<file path="src/rtl/tmr_flip_scrubber.sv">
// Purpose: triplicated register bank with flip injection, majority-voted reads and a background repair scrubber.
// Latency: reads return one cycle after rd_en; scrubbing costs 3 cycles per clean word and 4 per repaired word.
// Backpressure: none; user writes always win over the scrubber, which abandons or suppresses a repair on that word.
module tmr_flip_scrubber #(
    parameter  int N     = 16,
    parameter  int DEPTH = 8,
    parameter  int CNT_W = 16,
    localparam int AW    = $clog2(DEPTH)
) (
    input  logic             clk,
    input  logic             rst,
    input  logic             wr_en,
    input  logic [AW-1:0]    wr_addr,
    input  logic [N-1:0]     wr_data,
    input  logic             flip_en,
    input  logic [1:0]       flip_copy,
    input  logic [AW-1:0]    flip_addr,
    input  logic [N-1:0]     flip_mask,
    input  logic             rd_en,
    input  logic [AW-1:0]    rd_addr,
    output logic [N-1:0]     rd_data,
    output logic             rd_valid,
    input  logic             scrub_en,
    output logic             patch_pulse,
    output logic [AW-1:0]    patch_addr,
    output logic [CNT_W-1:0] patch_count,
    output logic             scrub_busy
);

    typedef enum logic [2:0] {
        S_IDLE,
        S_READ,
        S_CHECK,
        S_PATCH,
        S_ADVANCE
    } state_t;

    state_t            r_state;
    state_t            w_state_nxt;
    logic [AW-1:0]     r_ptr;
    logic [N-1:0]      r_bank     [3][DEPTH];
    logic [N-1:0]      w_bank_nxt [3][DEPTH];
    logic [N-1:0]      r_sh0;
    logic [N-1:0]      r_sh1;
    logic [N-1:0]      r_sh2;
    logic [N-1:0]      w_sh_vote;
    logic              w_sh_mismatch;
    logic              w_wr_hit;
    logic              w_patch_we;
    logic [N-1:0]      w_rd_vote;
    logic [N-1:0]      r_rd_data;
    logic              r_rd_valid;
    logic              r_patch_pulse;
    logic [AW-1:0]     r_patch_addr;
    logic [CNT_W-1:0]  r_patch_count;

    function automatic logic [N-1:0] f_vote(input logic [N-1:0] a,
                                            input logic [N-1:0] b,
                                            input logic [N-1:0] c);
        return (a & b) | (a & c) | (b & c);
    endfunction

    // Repair decisions use the shadow snapshot, so a flip landing after READ survives until the next pass.
    assign w_sh_vote     = f_vote(r_sh0, r_sh1, r_sh2);
    assign w_sh_mismatch = (r_sh0 != r_sh1) || (r_sh1 != r_sh2);
    assign w_wr_hit      = wr_en && (wr_addr == r_ptr);
    assign w_patch_we    = (r_state == S_PATCH) && !w_wr_hit;
    assign w_rd_vote     = f_vote(r_bank[0][rd_addr], r_bank[1][rd_addr], r_bank[2][rd_addr]);

    // Next bank contents: user write beats patch, then any flip is XORed on top of the result.
    always_comb begin
        for (int c = 0; c < 3; c++) begin
            for (int a = 0; a < DEPTH; a++) begin
                w_bank_nxt[c][a] = r_bank[c][a];
                if (wr_en && (wr_addr == AW'(a))) begin
                    w_bank_nxt[c][a] = wr_data;
                end else if (w_patch_we && (r_ptr == AW'(a))) begin
                    w_bank_nxt[c][a] = w_sh_vote;
                end
                if (flip_en && (flip_copy == 2'(c)) && (flip_addr == AW'(a))) begin
                    w_bank_nxt[c][a] = w_bank_nxt[c][a] ^ flip_mask;
                end
            end
        end
    end

    // Bank storage.
    always_ff @(posedge clk or posedge rst) begin
        if (rst) begin
            for (int c = 0; c < 3; c++) begin
                for (int a = 0; a < DEPTH; a++) begin
                    r_bank[c][a] <= '0;
                end
            end
        end else begin
            for (int c = 0; c < 3; c++) begin
                for (int a = 0; a < DEPTH; a++) begin
                    r_bank[c][a] <= w_bank_nxt[c][a];
                end
            end
        end
    end

    // Voted read port; samples the bank before this edge's writes, flips and patches.
    always_ff @(posedge clk or posedge rst) begin
        if (rst) begin
            r_rd_data  <= '0;
            r_rd_valid <= 1'b0;
        end else begin
            r_rd_valid <= rd_en;
            if (rd_en) begin
                r_rd_data <= w_rd_vote;
            end
        end
    end

    // Scrubber state register, word pointer and shadow snapshot.
    always_ff @(posedge clk or posedge rst) begin
        if (rst) begin
            r_state <= S_IDLE;
            r_ptr   <= '0;
            r_sh0   <= '0;
            r_sh1   <= '0;
            r_sh2   <= '0;
        end else begin
            r_state <= w_state_nxt;
            if (r_state == S_READ) begin
                r_sh0 <= r_bank[0][r_ptr];
                r_sh1 <= r_bank[1][r_ptr];
                r_sh2 <= r_bank[2][r_ptr];
            end
            if (r_state == S_ADVANCE) begin
                r_ptr <= r_ptr + AW'(1);
            end
        end
    end

    // Scrubber next-state: scrub_en is only looked at between words, so a started word always completes.
    always_comb begin
        w_state_nxt = r_state;
        case (r_state)
            S_IDLE:    if (scrub_en) w_state_nxt = S_READ;
            S_READ:    w_state_nxt = S_CHECK;
            S_CHECK: begin
                if (w_wr_hit)           w_state_nxt = S_ADVANCE;
                else if (w_sh_mismatch) w_state_nxt = S_PATCH;
                else                    w_state_nxt = S_ADVANCE;
            end
            S_PATCH:   w_state_nxt = S_ADVANCE;
            S_ADVANCE: w_state_nxt = scrub_en ? S_READ : S_IDLE;
            default:   w_state_nxt = S_IDLE;
        endcase
    end

    // Repair reporting: pulse, last repaired address and saturating repair count.
    always_ff @(posedge clk or posedge rst) begin
        if (rst) begin
            r_patch_pulse <= 1'b0;
            r_patch_addr  <= '0;
            r_patch_count <= '0;
        end else begin
            r_patch_pulse <= w_patch_we;
            if (w_patch_we) begin
                r_patch_addr <= r_ptr;
                if (r_patch_count != {CNT_W{1'b1}}) begin
                    r_patch_count <= r_patch_count + CNT_W'(1);
                end
            end
        end
    end

    assign rd_data     = r_rd_data;
    assign rd_valid    = r_rd_valid;
    assign patch_pulse = r_patch_pulse;
    assign patch_addr  = r_patch_addr;
    assign patch_count = r_patch_count;
    assign scrub_busy  = (r_state != S_IDLE);

endmodule

</file>
<file path="config.mk">
export PLATFORM = sky130hd
export DESIGN_NAME = tmr_flip_scrubber
export DESIGN_NICKNAME = d
export VERILOG_FILES = /design/src/rtl/tmr_flip_scrubber.sv
export SDC_FILE = /design/constraint.sdc
export NUM_CORES = 2
export LEC_CHECK = 0
export BUFFER_PORTS_ARGS = -buffer_cell sky130_fd_sc_hd__buf_2
export CELL_PAD_IN_SITES_DETAIL_PLACEMENT = 1
export CELL_PAD_IN_SITES_GLOBAL_PLACEMENT = 1
export CORE_MARGIN = 8
export CORE_UTILIZATION = 40
export DETAILED_ROUTE_END_ITERATION = 7
export GPL_ROUTABILITY_DRIVEN = 0
export GPL_TIMING_DRIVEN = 0
export PLACE_DENSITY_LB_ADDON = 0.1
export SYNTH_ARGS = -nofsm -noshare
export SYNTH_HDL_FRONTEND = slang
export SYNTH_SLANG_ARGS = --single-unit
</file>
<file path="constraint.sdc">
create_clock -name clk -period 46.8 [get_ports clk]
set_clock_uncertainty 0.15 [all_clocks]
set_input_delay 4.68 -clock clk [delete_from_list [all_inputs] [get_ports clk]]
set_output_delay 4.68 -clock clk [all_outputs]
set_load 0.03 [all_outputs]
</file>
==> impl_metrics.ini <==
[run_status]
run_status = completed

[placement]
port_buffers = 50
dpl.hpwl_mm = 114.8
placed_area_um2 = 31730
dp_cells = 4427

[power_and_ir_drop]
sw_frac_of_total = 0.4610
combPwrFrac = 0.483
switchingPower_uw = 1156
irDropWorstVdd_uv = 33.01
seqPwrFrac = 0.335
pwr-share-clk = 0.182
power_density_nw_per_um2 = 74.66
internal-power_uw = 1351
p_leak_uw = 0.01272

[detailed_routing]
drc = 0
wl_per_cell_um = 33.56
ant_nets = 0
drt_pass1_iterations = 5
routed_wl_mm = 152.3
viasPerCell = 6.435
vias = 29200
drt-initial-drc-count = 3767

[logic_synthesis]
synthDistinctLibCells = 52
async_reset_ff_frac = 1.000
yosysTopAreaCell = dfrtp_1
ys.flop_type = dfrtp_1
synthCells = 3392
synth_edf_count = 0
yosys-top-cells-area = dfrtp_1 (40%), xnor2_1 (12%), nand2_1 (7.9%)
seq_area_frac_synth = 0.3966
synth_warnings = 0
avgSynthCellArea_um2 = 8.835
synth.cell_area_um2 = 29970
synth_top_area_frac = 0.3966
synth-seq-cells = 475
syn-num-nets = 3480

[clock_tree]
cts_tree = done
cts_buffers = 58
clk_latency_ns = 0.67
root_buffer = clkbuf_16
post_cts_resized = 0
htreeDepth = 2
ctsLongestPathBuffers = 3
ctsHoldBuffers = 0
cts_setup_buffers = 0
cts.reportedPaths.clkPinSlew_ns = 0.06
cts_sinks = 475

[timing]
fin_crit_ns = 7.296
setup_violations = 0
setup_tns_ns = 0
maxSlewHeadroom = 0.04901
rsz0062_at_grt = false
drv_slew = 0
clock.fmax_mhz = 137.1
fin_hold_ws_ns = 0.3208
tightest_slew_ns = 1.426
period_share = 0.1559
finalHoldViolCount = 0

[global_route]
top_usage_layer = met2
track_usage = 0.3585
grt_pass1_vias = 30550
antenna_found_initial = 4
grt_use_met1 = 0.4654
grtUsageMet3 = 0.1000
overflow = 0
grt_start_max_net_pins = 121
grt_pass1_wl_mm = 216.2
use_met2 = 0.5467

[setup_path]
crit_type = input port to register
cp-startpoint = rd_addr[1]
critical_path.reg2reg.startpoint = r_ptr[1]
end_kind = register
worstPathArrival_ns = 7.73
start_kind = input port
crit_required_ns = 47.23
rrSetupSlack_ns = 41.92
crit_fanout = 10

[layout]
drive_gt1_frac = 0.09986
area_growth_pct = 12.07
fillers = 8766
layout.nets = 3606
final_cell_area_um2 = 33590
finalNonFillerCells = 4538

[die]
num_rows = 100
ios = 87
initial_core_util = 0.4032
dieWidth_um = 289.7
dieArea_um2 = 83940
core_um2 = 74320
die_h_um = 289.7

[flow_run]
drv_cap = 0

[worst_hold_path]
hold_path_class = register to register
min_from = patch_addr[2]
[critical path, cell delays in order]
cell,delay (ns)
buf_2,0.18
buf_1,1.06
buf_1,0.96
a211oi_1,0.17
nor3_1,0.48
a221o_1,0.18
[final timing paths]
kind,end,cells past startpoint
max reg2reg,r_bank[306],11
max in group asynchronous,r_bank[53],4
min reg2reg,patch_addr[2],2
max,rd_data[2],6
min in group asynchronous,r_sh2[15],2
min,patch_addr[2],2
[power by group through the flow]
stage               combinational (uW)  sequential [uW]  clock [uW]
finish                            1210              840         457
global route                      1280              853         470
CTS                               1180              823         456
detailed placement                1170              827           0
global placement                  1110              812           0
floorplan                          766              750           0
[synth_stat cells, types with 16 or more instances]
cell type  count
xnor2_1      397
a21oi_1      338
a31oi_1       50
dfrtp_1      475
mux4_2        97
clkbuf_1     176
nand2_1      633
o21ai_0       64
buf_1         39
o21ai_1      384
a221o_1       16
a31o_1        86
ha_1          39
nor2_1       216
buf_2         61
a211oi_1      31
a21o_1        32
maj3_1        81
nor3_1        35
nand3_1       26
[cell type report]
cell class,instances,area [um^2],area share
antenna,4,10.01,0.0002980
buffer,277,1120,0.03334
clock buffer,92,1760,0.05242
clock inverter,15,81.33,0.002421
inverter,8,37.54,0.001118
multi-input combinational,2632,17010,0.5065
sequential,475,11890,0.3539
tap,969,1212,0.03610
timing repair buffer,66,465.4,0.01386
[through the flow]
stage               setup WS (ns)    util  total power, uW
finish                      39.50  0.4519             2507
global route                39.55  0.4518             2603
CTS                         39.66  0.4518             2455
detailed placement          38.97  0.4270             1997
global placement            22.28  0.4229             1921
floorplan                   28.72       -             1516
[logic make-up (layout without fill, tap and decap cells)]
| family | after synthesis | after routing | synth area share |
|---|---|---|---|
| XOR/XNOR | 404 | 404 | 0.1188 |
| multiplexers | 101 | 101 | 0.07436 |
| other | 0 | 4 | 0 |
| AND/OR/NAND/NOR | 973 | 973 | 0.1309 |
| AO/OA/AOI/OAI | 1034 | 1034 | 0.1976 |
| buffers and inverters | 285 | 458 | 0.03837 |
| adder cells (fa/ha/maj) | 120 | 120 | 0.04334 |
| flip-flops | 475 | 475 | 0.3966 |
[state kept, by name, indices dropped and copies added (netlist names)]
signal and cells:
r_sh2 16, rd_valid 1, patch_addr 3, rd_data 16
patch_pulse 1, r_state 3, patch_count 16, r_sh1 16
r_sh0 16, r_bank 384, r_ptr 3
[per-layer routing]
| metal | vias to the layer above | routed length [um] | part of all wire |
|---|---|---|---|
| li1 | 12110 | - | - |
| met1 | 14840 | 60650 | 0.40 |
| met2 | 1764 | 66620 | 0.44 |
| met3 | 487 | 16320 | 0.11 |
| met4 | 2 | 8711 | 0.057 |
| met5 | - | 13 | 0.000085 |
[cell usage in the layout, fill, tap and decap left out, types with 4 or more instances in the layout]
cell type	Yosys	layout
nand4b_1	4	4
o21ai_0	64	64
clkbuf_16	0	59
nand3_1	26	26
clkbuf_1	176	193
nor2b_1	5	5
nor3_1	35	35
a211oi_1	31	15
a31oi_1	50	50
o22ai_1	15	15
dfrtp_1	475	475
nand4_1	7	7
nand2_1	633	633
nor2_1	216	216
a31o_2	10	10
maj3_1	81	81
nor4_1	8	8
xnor2_1	397	397
ha_1	39	39
a211oi_2	0	16
a21o_1	32	32
clkbuf_8	0	16
mux4_2	97	97
a221o_1	16	16
inv_1	6	5
xor2_1	4	4
diode_2	0	4
buf_1	39	39
buf_4	1	9
and4_1	7	7
a31o_1	86	86
and2_1	15	15
buf_16	0	4
buf_2	61	111
buf_6	0	4
o21ai_1	384	384
clkinv_2	0	13
nand2b_1	6	6
a21oi_1	338	338
Power figures use the tool's default switching activity.
